**src/rtl/i2s_transceiver.sv**
```systemverilog
// I2S master for the Pmod I2S2: derives MCLK/SCLK/LRCK from clk100, serialises the
// DAC stereo pair and deserialises the ADC stereo pair with valid/ready handshakes.
module i2s_transceiver #(
  parameter int DATA_W   = 24,
  parameter int SLOT_W   = 32,
  parameter int SCLK_DIV = 8,
  parameter int MCLK_DIV = 2,
  parameter int JUSTIFY  = 0
) (
  input  logic              clk100,
  input  logic              rst,
  output logic              mclk,
  output logic              lrck,
  output logic              sclk,
  output logic              dac_sdata,
  input  logic              adc_sdata,
  input  logic [DATA_W-1:0] tx_l,
  input  logic [DATA_W-1:0] tx_r,
  input  logic              tx_valid,
  output logic              tx_ready,
  output logic [DATA_W-1:0] rx_l,
  output logic [DATA_W-1:0] rx_r,
  output logic              rx_valid,
  input  logic              rx_ready,
  input  logic              clr_flags,
  output logic              tx_underrun,
  output logic              rx_overrun
);

  localparam int P_W = (SCLK_DIV > 1) ? $clog2(SCLK_DIV) : 1;
  localparam int K_W = (SLOT_W > 1) ? $clog2(SLOT_W) : 1;
  localparam int M_W = (MCLK_DIV > 1) ? $clog2(MCLK_DIV) : 1;
  localparam int OFF = (JUSTIFY != 0) ? 0 : 1;

  localparam logic [P_W-1:0] P_LAST = P_W'(SCLK_DIV - 1);
  localparam logic [P_W-1:0] P_RISE = P_W'(SCLK_DIV / 2);
  localparam logic [K_W-1:0] K_LAST = K_W'(SLOT_W - 1);
  localparam logic [M_W-1:0] M_LAST = M_W'(MCLK_DIV - 1);
  localparam logic [M_W-1:0] M_HALF = M_W'(MCLK_DIV / 2);

  // The frame counter is kept split as phase / bit-in-slot / slot so no division is needed.
  logic [P_W-1:0] p_q, p_d;
  logic [K_W-1:0] k_q, k_d;
  logic           lr_q, lr_d;
  logic [M_W-1:0] m_q, m_d;
  logic           frame_end;

  logic mclk_q, lrck_q, sclk_q, dac_q, dac_d;

  logic [DATA_W-1:0] hold_l_q, hold_l_d, hold_r_q, hold_r_d;
  logic [DATA_W-1:0] frm_l_q, frm_l_d, frm_r_q, frm_r_d;
  logic              tx_ready_q, tx_ready_d, tx_hs, urun_ev;
  logic              urun_q, urun_d;

  logic [DATA_W-1:0] sh_l_q, sh_l_d, sh_r_q, sh_r_d;
  logic [DATA_W-1:0] rx_l_q, rx_l_d, rx_r_q, rx_r_d;
  logic              rx_valid_q, rx_valid_d, sample, orun_ev;
  logic              orun_q, orun_d;

  function automatic logic in_data(input logic [K_W-1:0] k);
    int j;
    j = int'(k) - OFF;
    return (j >= 0) && (j < DATA_W);
  endfunction

  function automatic logic slot_bit(input logic [K_W-1:0] k, input logic [DATA_W-1:0] w);
    int j;
    logic [DATA_W-1:0] sh;
    j = int'(k) - OFF;
    slot_bit = 1'b0;
    if ((j >= 0) && (j < DATA_W)) begin
      sh = w << j;
      slot_bit = sh[DATA_W-1];
    end
  endfunction

  always_comb begin
    p_d       = p_q + P_W'(1);
    k_d       = k_q;
    lr_d      = lr_q;
    frame_end = (p_q == P_LAST) && (k_q == K_LAST) && lr_q;
    if (p_q == P_LAST) begin
      p_d = '0;
      if (k_q == K_LAST) begin
        k_d  = '0;
        lr_d = ~lr_q;
      end else begin
        k_d = k_q + K_W'(1);
      end
    end
    m_d = (m_q == M_LAST) ? '0 : m_q + M_W'(1);
  end

  // TX: holding register feeds the frame register once per frame; empty holding repeats the last pair.
  always_comb begin
    hold_l_d   = hold_l_q;
    hold_r_d   = hold_r_q;
    frm_l_d    = frm_l_q;
    frm_r_d    = frm_r_q;
    tx_ready_d = tx_ready_q;
    urun_ev    = 1'b0;
    tx_hs      = tx_valid && tx_ready_q;
    if (frame_end) begin
      if (!tx_ready_q) begin
        frm_l_d = hold_l_q;
        frm_r_d = hold_r_q;
      end else begin
        urun_ev = 1'b1;
      end
      tx_ready_d = 1'b1;
    end
    if (tx_hs) begin
      hold_l_d   = tx_l;
      hold_r_d   = tx_r;
      tx_ready_d = 1'b0;
    end
    urun_d = (urun_q & ~clr_flags) | urun_ev;
    dac_d  = dac_q;
    if (p_d == '0) dac_d = slot_bit(k_d, lr_d ? frm_r_d : frm_l_d);
  end

  // RX: the shifted-in value (including a bit sampled this cycle) is published at frame wrap.
  always_comb begin
    sh_l_d     = sh_l_q;
    sh_r_d     = sh_r_q;
    rx_l_d     = rx_l_q;
    rx_r_d     = rx_r_q;
    rx_valid_d = rx_valid_q;
    orun_ev    = 1'b0;
    sample     = (p_q == P_RISE) && in_data(k_q);
    if (sample) begin
      if (lr_q) sh_r_d = (sh_r_q << 1) | DATA_W'(adc_sdata);
      else      sh_l_d = (sh_l_q << 1) | DATA_W'(adc_sdata);
    end
    if (frame_end) begin
      rx_l_d     = sh_l_d;
      rx_r_d     = sh_r_d;
      rx_valid_d = 1'b1;
      orun_ev    = rx_valid_q && !rx_ready;
    end else if (rx_ready) begin
      rx_valid_d = 1'b0;
    end
    orun_d = (orun_q & ~clr_flags) | orun_ev;
  end

  always_ff @(posedge clk100) begin
    if (rst) begin
      p_q        <= '0;
      k_q        <= '0;
      lr_q       <= 1'b0;
      m_q        <= '0;
      mclk_q     <= 1'b0;
      lrck_q     <= 1'b0;
      sclk_q     <= 1'b0;
      dac_q      <= 1'b0;
      hold_l_q   <= '0;
      hold_r_q   <= '0;
      frm_l_q    <= '0;
      frm_r_q    <= '0;
      tx_ready_q <= 1'b1;
      urun_q     <= 1'b0;
      sh_l_q     <= '0;
      sh_r_q     <= '0;
      rx_l_q     <= '0;
      rx_r_q     <= '0;
      rx_valid_q <= 1'b0;
      orun_q     <= 1'b0;
    end else begin
      p_q        <= p_d;
      k_q        <= k_d;
      lr_q       <= lr_d;
      m_q        <= m_d;
      mclk_q     <= (m_d >= M_HALF);
      lrck_q     <= lr_d;
      sclk_q     <= (p_d >= P_RISE);
      dac_q      <= dac_d;
      hold_l_q   <= hold_l_d;
      hold_r_q   <= hold_r_d;
      frm_l_q    <= frm_l_d;
      frm_r_q    <= frm_r_d;
      tx_ready_q <= tx_ready_d;
      urun_q     <= urun_d;
      sh_l_q     <= sh_l_d;
      sh_r_q     <= sh_r_d;
      rx_l_q     <= rx_l_d;
      rx_r_q     <= rx_r_d;
      rx_valid_q <= rx_valid_d;
      orun_q     <= orun_d;
    end
  end

  assign mclk        = mclk_q;
  assign lrck        = lrck_q;
  assign sclk        = sclk_q;
  assign dac_sdata   = dac_q;
  assign tx_ready    = tx_ready_q;
  assign tx_underrun = urun_q;
  assign rx_l        = rx_l_q;
  assign rx_r        = rx_r_q;
  assign rx_valid    = rx_valid_q;
  assign rx_overrun  = orun_q;

endmodule

```
**config.mk**
```make
export PLATFORM = sky130hd
export DESIGN_NAME = i2s_transceiver
export DESIGN_NICKNAME = d
export VERILOG_FILES = /design/src/rtl/i2s_transceiver.sv
export SDC_FILE = /design/constraint.sdc
export NUM_CORES = 1
export LEC_CHECK = 0
export ABC_AREA = 1
export CAP_MARGIN = 20
export CORE_AREA = 2 2 123 125
export DETAILED_ROUTE_END_ITERATION = 6
export DIE_AREA = 0 0 125 127
export PLACE_DENSITY_LB_ADDON = 0.12
export SYNTH_ARGS = -nofsm -noshare
export SYNTH_HDL_FRONTEND = slang
export SYNTH_SLANG_ARGS = --single-unit
```
**constraint.sdc**
```tcl
create_clock -name clk100 -period 5.5 [get_ports clk100]
set_clock_uncertainty 0.05 [all_clocks]
set_input_delay 0.55 -clock clk100 [delete_from_list [all_inputs] [get_ports clk100]]
set_output_delay 0.55 -clock clk100 [all_outputs]
set_load 0.02 [all_outputs]
```
; Word-level counts from Yosys, hierarchy flattened
; Cells that the tools add are included.
[totals]
memories = 0
mem_bits_ro = 0
ff_bits = 209
inputBits = 54
ramBits = 0
latchBits = 0
[op_classes]
add_sub_neg = 5
magnitude_cmp = 6
n_bitwise = 8
multipliers = 0
eq_ne = 3
n_mux = 23
reduce_logical = 11
n_shift = 1
div_mod_pow = 0
[ops]
columns = cell, count
row1 = 2-to-1 mux 24 bit, 9
row2 = OR 24 x 1 -> 24 bit, 2
row3 = << shifter 24 x 32 -> 24 bit, 1
row4 = ">= comparator 6 x 1 -> 1 bit, second input constant", 2
row5 = "less-than comparator 6 bit, second input constant", 2
row6 = "subtractor 5 x 1 -> 6 bit, second input constant", 2
row7 = 2-to-1 mux 1 bit, 11
row8 = 2-to-1 mux 5 bit, 2
row9 = logical AND 1 bit, 7
row10 = "== test 3 bit, second input constant", 2
row11 = "adder 5 x 1 -> 5 bit, second input constant", 1
row12 = "== test 5 bit, second input constant", 1
row13 = nonzero test 2 bit, 2
row14 = "adder 3 x 1 -> 3 bit, second input constant", 1
row15 = ">= comparator 3 bit, second input constant", 1
row16 = logical NOT 3 bit, 1
row17 = 2-to-1 mux 3 bit, 1
row18 = AND 1 bit, 2
row19 = NOT 1 bit, 2
row20 = OR 1 bit, 2
row21 = "adder 1 bit, second input constant", 1
row22 = ">= comparator 1 bit, second input constant", 1
row23 = logical NOT 1 bit, 1

; Longest topological paths before layout
; Gate-level depths: netlist (run 1).
[logic_depth]
depth_word = 7
mapped_depth = 21
depth_no_buf = 20

; Worst setup path before layout (run 1)
; No wires, ideal clock.
[synth_path]
kind = register to register
from = register k_q[0]
to = register dac_q, in the netlist dac_sdata
setup_ps = 132
n_path_buf = 2
arrival_ps = 2428
setup_slack_ps = 2890
stages_incl_launch_ff = 20
synth_period_minus_slack_ps = 2610
path_cell_list = dfxtp_1 -> ha_1 -> inv_1 -> nor3_1 -> ha_1 -> nor2_1 -> nand2_1 -> o21ai_1 -> inv_1 -> buf_2 -> ha_1 -> buf_6 -> inv_1 -> nand3_1 -> nand3_1 -> nand2_1 -> nor2_1 -> nor2_1 -> nand2_1 -> a21oi_1
[synth_via]
elab_chain_cells = 7
elab_cells_between_ends = 17
cone_classes = 2 x add/sub / 2 x order compare / 1 x eq/ne / 1 x shift / 8 x mux / 3 x reduce/logical
[synth_rtl]
columns = element, line
row1 = start: declaration, 43  ; logic [K_W-1:0] k_q, k_d;
row2 = start signal: assignment, 170  ; k_q <= k_d;
row3 = adder 5 x 1 -> 5 bit or == test 5 bit (tied branches), "88, 81, 84"
row4 = 2-to-1 mux 5 bit or logical AND 1 bit (tied branches), "84, 81"
row5 = 2-to-1 mux 5 bit or logical AND 1 bit (tied branches), "82, 81"
row6 = subtractor 5 x 1 -> 6 bit or 2-to-1 mux 24 bit (tied branches), "69, 103"
row7 = >= comparator 6 x 1 -> 1 bit (tied with other cells), 71  ; if ((j >= 0) && (j < DATA_W)) begin
row8 = logical AND 1 bit or << shifter 24 x 32 -> 24 bit (tied branches), "71, 72"
row9 = 2-to-1 mux 1 bit *, 71
row10 = end signal: assignment, 155  ; dac_q <= 1'b0;
row11 = end signal: assignment, 176  ; dac_q <= dac_d;
row12 = end: declaration, 48  ; logic mclk_q, lrck_q, sclk_q, dac_q, dac_d;
; Mark *: on every way between the ends. The rest lies on a longest branch, timed or not.
; A chain may end at the register's enable or synchronous reset.

; Worst setup path in the final report (run 1)
[layout_path]
from = register k_q[1]
to = register dac_q, in the netlist dac_sdata
; Same word-level chain as after synthesis.

==> run metrics, run 1 <==
Max-Cap Viols 0; DR top layer met4; leakage power 4.25 nW; final setup TNS 0 ps; most frequent cells in the layout 218 x nand2_1, 207 x dfxtp_1, 158 x inv_1; Vias per Instance 5.04; Synth Register Bits 207; WS Path Type reg2reg; slew of the pin with the lowest slew margin 930 ps; Seq/Total Area, Yosys about half; post-synth top area share between 40% and 50%; post-CTS setup buffers 0; initial antenna violation count 1; Final WS setup 2170 ps; wl on met1 8310 um; first-pass GRT wire length 30200 um; metal2 WL 8090 um; TritonCTS clock tree yes; min Tclk post-route ~3300 ps; Top Ports 110; drt wl/cell ~13 um; Setup Viol. Count Final 0; Layout area overhead 20.8%; layout cell share with drive strength beyond 1 4.59%; die width 125 um; Total Nets Final 1267; Pins Over Slew Limit 0; IO buf count 109; Tcrit/Tclk final about three fifths; outcome finished, final reports clean; core area 14400 um^2; Power Total 3.05 mW; Reg clk slew, reported paths 60 ps; WP data required ~5800 ps; grt ovf 0; Post-Syn Area 8400 um^2; HPWL Detailed 11000 um; drt drc 0; Syn. warnings 0; vias in the first global route 6424; Total GRT Usage 22.3%; VDD IR-drop max 0.214 mV; Max Fclk 300 MHz; largest net degree at the start of global routing 97; remaining antenna violation count 0; post-synth top area cell dfxtp_1; Cell Rows 44; Synth Instances 1131; CTS root buf clkbuf_16; post-placement setup slack 2200 ps; Hold Vio Cnt, Final 0; htree depth 1; die area 15900 um^2; post-cts sizing count 0; total CTS buffers 21; DR WL met3 roughly 850 um; initial drt markers slightly above 400; CP Capture Type register; Die Y between 100 and 150 um; Rel. slew slack 37.6%; Filler cells 1221; Clock Latency Late Sink 500 ps; placer congestion estimate roughly 0.84; first drt pass iteration count 5; unrepaired setup endpoints after global routing false; pwr dens 300 nW/um^2; commonest non-fill, non-tap cell in the layout nand2_1; Syn Area/Cell 7.42 um^2; CTS sink cnt 207; via count 7081; drt total wl 17600 um; Clock Tree Buf Depth 3; post-synthesis net count 1193; Initial Util 58.2%; Synth area leaders dfxtp_1 49%, nand2_1 9.8%, inv_1 7.1%, nor2_1 6.9%, o21ai_0 5.4%; kind of start point of the critical path register; R2R setup slack roughly 2200 ps; hold_buf cts 0; CP arrival around 3600 ps; post-synth cell types 29; critical path fanouts, max 15; Hold Path Class reg2reg
[cell families (layout without fill, tap and decap cells)]
group	Yosys count	count (layout)	share of synthesized area, %
other	0	1	0
buffers and inverters	230	318	11.3
DFF	207	207	49.4
and+or+nand+nor	468	468	23.0
adders and majority gates	8	8	1.19
xor gates and xnor gates	1	1	0.104
AOI/OAI and AO/OA	217	217	15.1
[routing by layer]
metal	up-vias	GRT usage, %
met5	-	0
met4	0	6.08
met3	22	3.31
met2	152	37.3
met1	3191	30.4
li1	3716	-
[cell type report]
| type | instances | area (um^2) | area share [%] |
|---|---|---|---|
| antenna | 1 | 2.50 | 0.0247 |
| inverter | 163 | 612 | 6.03 |
| clock inverter | 3 | 18.8 | 0.185 |
| timing repair buffer | 118 | 1170 | 11.5 |
| tap | 184 | 230 | 2.27 |
| clock buffer | 34 | 654 | 6.45 |
| sequential | 207 | 4140 | 40.8 |
| multi-input combinational | 694 | 3320 | 32.7 |
[synth_stat cells]
cell	instances
nand2_1	219
dfxtp_1	207
inv_1	158
nor2_1	155
o21ai_0	90
nand3_1	83
a21oi_1	50
o211ai_1	49
clkbuf_1	38
o21a_1	22
buf_2	15
ha_1	8
buf_6	6
buf_4	5
o21ai_1	4
buf_1	3
inv_2	3
clkinv_1	2
nand4_2	2
nor2_2	2
nor3_1	2
a211oi_1	1
a21boi_0	1
nand2_4	1
nand3_4	1
nand3b_1	1
nor2_8	1
or2_2	1
xor2_1	1
[critical path, stage by stage, from the launching register on]
cell     delay (ps)
dfxtp_1         370
ha_1            180
inv_1            50
nor3_1          190
ha_1            300
nor2_1           80
nand2_1          60
o21ai_1          60
buf_4           200
inv_1           440
ha_1            280
nor2_1           50
nor2_1          280
inv_1           160
nand3_1         120
nand2_1          50
nand2_1          50
nand2_1          50
nand2_1          70
a21oi_1          50
[sequential cells by signal, summed over array words and instances (netlist names), 3 cells and up]
register and count:
hold_l_q 24, sh_r_q 24, rx_l 24, k_q 5, frm_r_q 24, hold_r_q 24
p_q 3, sh_l_q 24, rx_r 24, frm_l_q 24
[final timing paths]
path         startpoint   endpoint  depth (start not counted)
max              k_q[1]  dac_sdata                         19
min                 m_q        m_q                          1
max reg2reg      k_q[1]  dac_sdata                         19
min reg2reg         m_q        m_q                          1
[per-stage QoR]
step,utilization [%],hold WS [ps],area [um^2],instances
global route,70.4,385,10100,1404
floorplan,-,370,8400,1131
CTS,70.2,371,10100,1402
detailed placement,65.5,363,9450,1365
global placement,65.5,353,9450,1365
finish,70.4,366,10100,1404
[where the power goes]
part | total (mW) | internal, mW | switching, mW | leakage, nW
logic | 0.138 | 0.0612 | 0.0766 | 2.24
registers | 1.55 | 1.53 | 0.0165 | 1.68
clock network | 1.36 | 0.811 | 0.553 | 0.335
Note: power is estimated with default switching activity, not from simulation.
==> run 2, diff against run 1 <==
--- a/config.mk
+++ b/config.mk
@@ -7,9 +7,9 @@
 export LEC_CHECK = 0
 export ABC_AREA = 1
 export CAP_MARGIN = 20
-export CORE_AREA = 2 2 123 125
+export CORE_AREA = 2 2 133 135
 export DETAILED_ROUTE_END_ITERATION = 6
-export DIE_AREA = 0 0 125 127
+export DIE_AREA = 0 0 135 137
 export PLACE_DENSITY_LB_ADDON = 0.12
 export SYNTH_ARGS = -nofsm -noshare
 export SYNTH_HDL_FRONTEND = slang
==> constraint.sdc (replaced) <==
create_clock -name clk100 -period 2.95 [get_ports clk100]
set_clock_uncertainty 0.05 [all_clocks]
set_input_delay 0.295 -clock clk100 [delete_from_list [all_inputs] [get_ports clk100]]
set_output_delay 0.295 -clock clk100 [all_outputs]
set_load 0.02 [all_outputs]
==> run metrics, run 2 (synthesis gave the netlist of run 1 again) <==
slew of the pin with the lowest slew margin 772 ps; vias in the first global route 6347; Setup Viol. Count Final 0; outcome finished, final reports clean; final setup TNS 0 ps; min Tclk post-route 2740 ps; WP data required 3250 ps; remaining antenna violation count 0; via count 7042; TritonCTS clock tree yes; VDD IR-drop max 0.390 mV; core area 17100 um^2; htree depth 1; Rel. slew slack 48.5%; IO buf count around 110; FF-to-FF path depth 16; unrepaired setup endpoints after global routing false; critical path fanouts, max 5; Die Y between 100 and 150 um; FF-to-FF Start k_q[0]; Cell Rows 48; first-pass GRT wire length 30400 um; Final WS setup 213 ps; Register Area 4140 um^2; Worst path max stage delay 380 ps; commonest non-fill, non-tap cell in the layout nand2_1; slowest stage cell, crit path dfxtp_1; largest net degree at the start of global routing a little under 100; hold_buf cts 0; placer congestion estimate between 0.7 and 0.8; Reg clk slew, reported paths 60 ps; initial antenna violation count 0; met2 usage 32.0%; Vias per Instance slightly below 5; most frequent cells in the layout 218 x nand2_1, 207 x dfxtp_1, 158 x inv_1; Hold Vio Cnt, Final 0; Top Ports 110; Layout area overhead 24.0%; # diodes 0; CTS root buf clkbuf_16; min-delay src rst; Hold Path Class in2reg; final core utilization 61.0%; pwr dens about 570 nW/um^2; CP arrival 3040 ps; Total Nets Final 1280; initial drt markers 429; die area between 15000 and 20000 um^2; Power Total 5.96 mW; placed cell areas 9630 um^2; GR peak layer met2; post-placement setup slack around 140 ps; met1 usage 28.0%; grt ovf 0; drt wl/cell around 12 um; crit-path cells ha_1 > inv_1 > nor3_2 > ha_2 > nand2_1 > a21boi_0 > o21ai_0 > nand2_1 > nand2_1 > nand2_1 > nor2_1 > nand3_1 > nand2_1 > nor2_1 > nand2_1 > a21oi_1; Pins Over Slew Limit 0; Hold Crit Depth 2; Filler cells about 1600; Initial Util between 40% and 50%; first drt pass iteration count 5; layout cell share with drive strength beyond 1 6.08%; kind of start point of the critical path register; die width 135 um; Tcrit/Tclk final 92.8%; drt total wl approximately 18000 um; GR Util met3 under 10%; CP Capture Type register; CTS sink cnt 207; total CTS buffers 22; leakage power 4.34 nW; design area 10400 um^2; WS Path Type reg2reg; Multi-input gate area 3340 um^2; HPWL Detailed 11600 um; Clock Latency Late Sink 500 ps; CP Launch Point k_q[0]; Clock Tree Buf Depth 3; Max Fclk 365 MHz; Max-Cap Viols 0; most frequent cell on the critical path nand2_1; Total GRT Usage 19.8%; drt drc 0
==> run 2: through the flow <==
stage / instances / hold slack (ps)
5_1_grt: 1459 / 197
4_1_cts: 1458 / 174
3_5_place_dp: 1418 / 362
2_1_floorplan: 1131 / 361
3_3_place_gp: 1418 / 350
6_report: 1459 / 176
==> run 2: worst max-delay path, delay by kind of cell (launching register included) <==
family,cells,cell delay (ps)
buffers and inverters,1,60
AND/OR/NAND/NOR,10,1140
AO/OA/AOI/OAI,3,470
flip-flops,1,380
adder cells (fa/ha/maj),2,470
==> run 2: timing repair <==
action / 4_1_cts / 5_1_grt
setup buffers: 0 / 1
hold endpoints to repair: 0 / 0
resized for setup: 0 / 6
setup endpoints to repair: 0 / 1
==> run 2: layer usage <==
metal / up-vias / wire [um]
li1: 3756 / -
met1: 3129 / 9030
met2: 132 / 8010
met3: 25 / 736
met4: 0 / 291
met5: - / 0
==> run 2: path summary, 6_finish.rpt <==
check	endpoint	slack, ps
worst min register to register	m_q	360
worst max-delay path	dac_sdata	210
worst min-delay path	sh_l_q[1]	180
worst max register to register	dac_sdata	210
==> run 2: layout make-up <==
| class | instances | area share, % |
|---|---|---|
| well taps | 225 | 2.70 |
| multi-input cells | 694 | 32.1 |
| flip-flops and latches | 207 | 39.8 |
| clock buffers | 33 | 6.37 |
| repair buffers | 130 | 12.3 |
| clock inverters | 7 | 0.841 |
| inverters | 163 | 5.89 |
==> run 2: report_power, final <==
part | switching [mW] | internal [mW] | total [mW]
clock network | 1.09 | 1.73 | 2.81
logic | 0.143 | 0.118 | 0.262
registers | 0.0339 | 2.85 | 2.89
==> run 3, diff against run 2 <==
--- a/config.mk
+++ b/config.mk
@@ -7,9 +7,9 @@
 export LEC_CHECK = 0
 export ABC_AREA = 1
 export CAP_MARGIN = 20
-export CORE_AREA = 2 2 133 135
+export CORE_AREA = 2 2 127 129
 export DETAILED_ROUTE_END_ITERATION = 6
-export DIE_AREA = 0 0 135 137
+export DIE_AREA = 0 0 129 131
 export PLACE_DENSITY_LB_ADDON = 0.12
 export SYNTH_ARGS = -nofsm -noshare
 export SYNTH_HDL_FRONTEND = slang
==> constraint.sdc (replaced) <==
create_clock -name clk100 -period 2.79 [get_ports clk100]
set_clock_uncertainty 0.05 [all_clocks]
set_input_delay 0.279 -clock clk100 [delete_from_list [all_inputs] [get_ports clk100]]
set_output_delay 0.279 -clock clk100 [all_outputs]
set_load 0.02 [all_outputs]
==> run metrics, run 3 (synthesis gave the netlist of run 1 again) <==
initial drt markers ~420; Gate power share 4.3%; slew of the pin with the lowest slew margin 649 ps; Total Nets Final about 1300; drt wl/cell 12.7 um; via count 7201; Clock Latency Late Sink about 510 ps; total CTS buffers 22; Die Y around 130 um; Sw Share between 20% and 30%; kind of start point of the critical path register; Reg clk slew, reported paths 60 ps; # diodes 0; WP data required 3170 ps; largest net degree at the start of global routing 98; die width 129 um; VDD IR-drop max 0.395 mV; commonest non-fill, non-tap cell in the layout nand2_1; drt total wl 18400 um; Clock Tree Buf Depth 3; Power Total 6.44 mW; placer congestion estimate 0.824; CP Capture Type register; clock share of power 48.2%; pwr dens around 610 nW/um^2; Top Ports 110; TritonCTS clock tree yes; first drt pass iteration count 5; min Tclk post-route 2530 ps; Rel. slew slack 56.7%; Pins Over Slew Limit 0; internal power between 5 and 6 mW; Tcrit/Tclk final between 90% and 100%; Hold Slack 326 ps; Hold Path Class in2reg; CTS root buf clkbuf_16; die area 16900 um^2; Sw Pwr ~1.4 mW; Vias per Instance 4.94; grt ovf 0; WS Path Type reg2reg; Max-Cap Viols 0; CP arrival 2920 ps; initial antenna violation count 0; HPWL Detailed about 12000 um; Cell Rows 46; drt drc 0; hold_buf cts 0; CTS sink cnt 207; htree depth 1; remaining antenna violation count 0; Layout area overhead 26.1%; outcome finished, final reports clean; IO buf count 109; Hold Vio Cnt, Final 0; layout cell share with drive strength beyond 1 under 10%; first-pass GRT wire length about 30000 um; critical path fanouts, max 10; leakage power ~4.4 nW; Initial Util 53.8%; vias in the first global route 6443; core area 15600 um^2; Max Fclk between 300 and 400 MHz; most frequent cells in the layout 217 x nand2_1, 205 x dfxtp_1, 158 x inv_1; Setup Viol. Count Final 0; Seq pwr share 47.4%; Total GRT Usage 21.6%; Filler cells 1350
[run 3: changes by cell type in the layout (fill, tap and decap cells not counted), moves of 2 or more]
cell | previous run | this run
clkbuf_1 | 5 | 3
clkbuf_8 | 5 | 8
buf_12 | 3 | 6
dfxtp_2 | 0 | 2
clkinv_2 | 5 | 3
dfxtp_1 | 207 | 205
[run 3: path summary, 6_finish.rpt]
kind               start         end  slack [ps]  cells after the start
setup / recovery  k_q[0]   dac_sdata         260                     17
hold / removal       rst  rx_overrun         330                      3
hold reg to reg      m_q         m_q         370                      1
setup reg to reg  k_q[0]   dac_sdata         260                     17
[run 3: critical path, cell delays in order (launching register included)]
cell and delay [ps]:
dfxtp_2 350, ha_1 170, inv_1 60, nor3_2 120, ha_2 260, nand3_4 140
nor2_8 270, buf_8 170, nand2_1 70, nand3_1 80, nand3_1 90, nand3_1 100
nand3_1 70, nand3_1 70, nand2_1 60, nor2_1 130, nand2_1 60, a21oi_1 120
[run 3: stage by stage]
stage	setup TNS, ps	utilization, %	area (um^2)	setup slack [ps]	cells
2_1_floorplan	0	-	8400	180	1131
3_3_place_gp	0	61.9	9660	131	1411
3_5_place_dp	0	61.9	9660	52.9	1411
4_1_cts	0	67.0	10500	7.08	1451
5_1_grt	-33.1	67.9	10600	-33.1	1457
6_report	0	67.9	10600	258	1457
[run 3: metal layers]
layer | GRT usage [%] | part of all wire (%) | vias to the layer above
li1 | - | - | 3765
met1 | 29.0 | 47 | 3267
met2 | 36.9 | 47 | 148
met3 | 2.93 | 4.6 | 21
met4 | 5.37 | 1.3 | 0
met5 | 0 | 0 | -
[run 3: final cells by class]
| class | count | area [um^2] | share of cell area, % |
|---|---|---|---|
| flip-flops and latches | 207 | 4150 | 39.2 |
| multi-input cells | 694 | 3340 | 31.6 |
| repair buffers | 137 | 1420 | 13.4 |
| clock buffers | 33 | 672 | 6.35 |
| inverters | 163 | 612 | 5.78 |
| well taps | 216 | 270 | 2.55 |
| clock inverters | 7 | 121 | 1.15 |
[run 3: power by group through the flow]
stage                     clock (mW)  sequential (mW)  combinational (mW)
final                           3.11             3.05               0.280
after global routing            3.27             3.06               0.315
after CTS                       3.15             3.05               0.282
after detailed placement           0             3.12               0.280
after global placement             0             3.12               0.275
after floorplan                    0             3.11               0.153
[run 3: what timing repair did]
| item | in CTS | in global routing |
|---|---|---|
| resized for setup | 0 | 13 |
| buffers inserted | 0 | 4 |
| endpoints found under the setup margin | 0 | 1 |
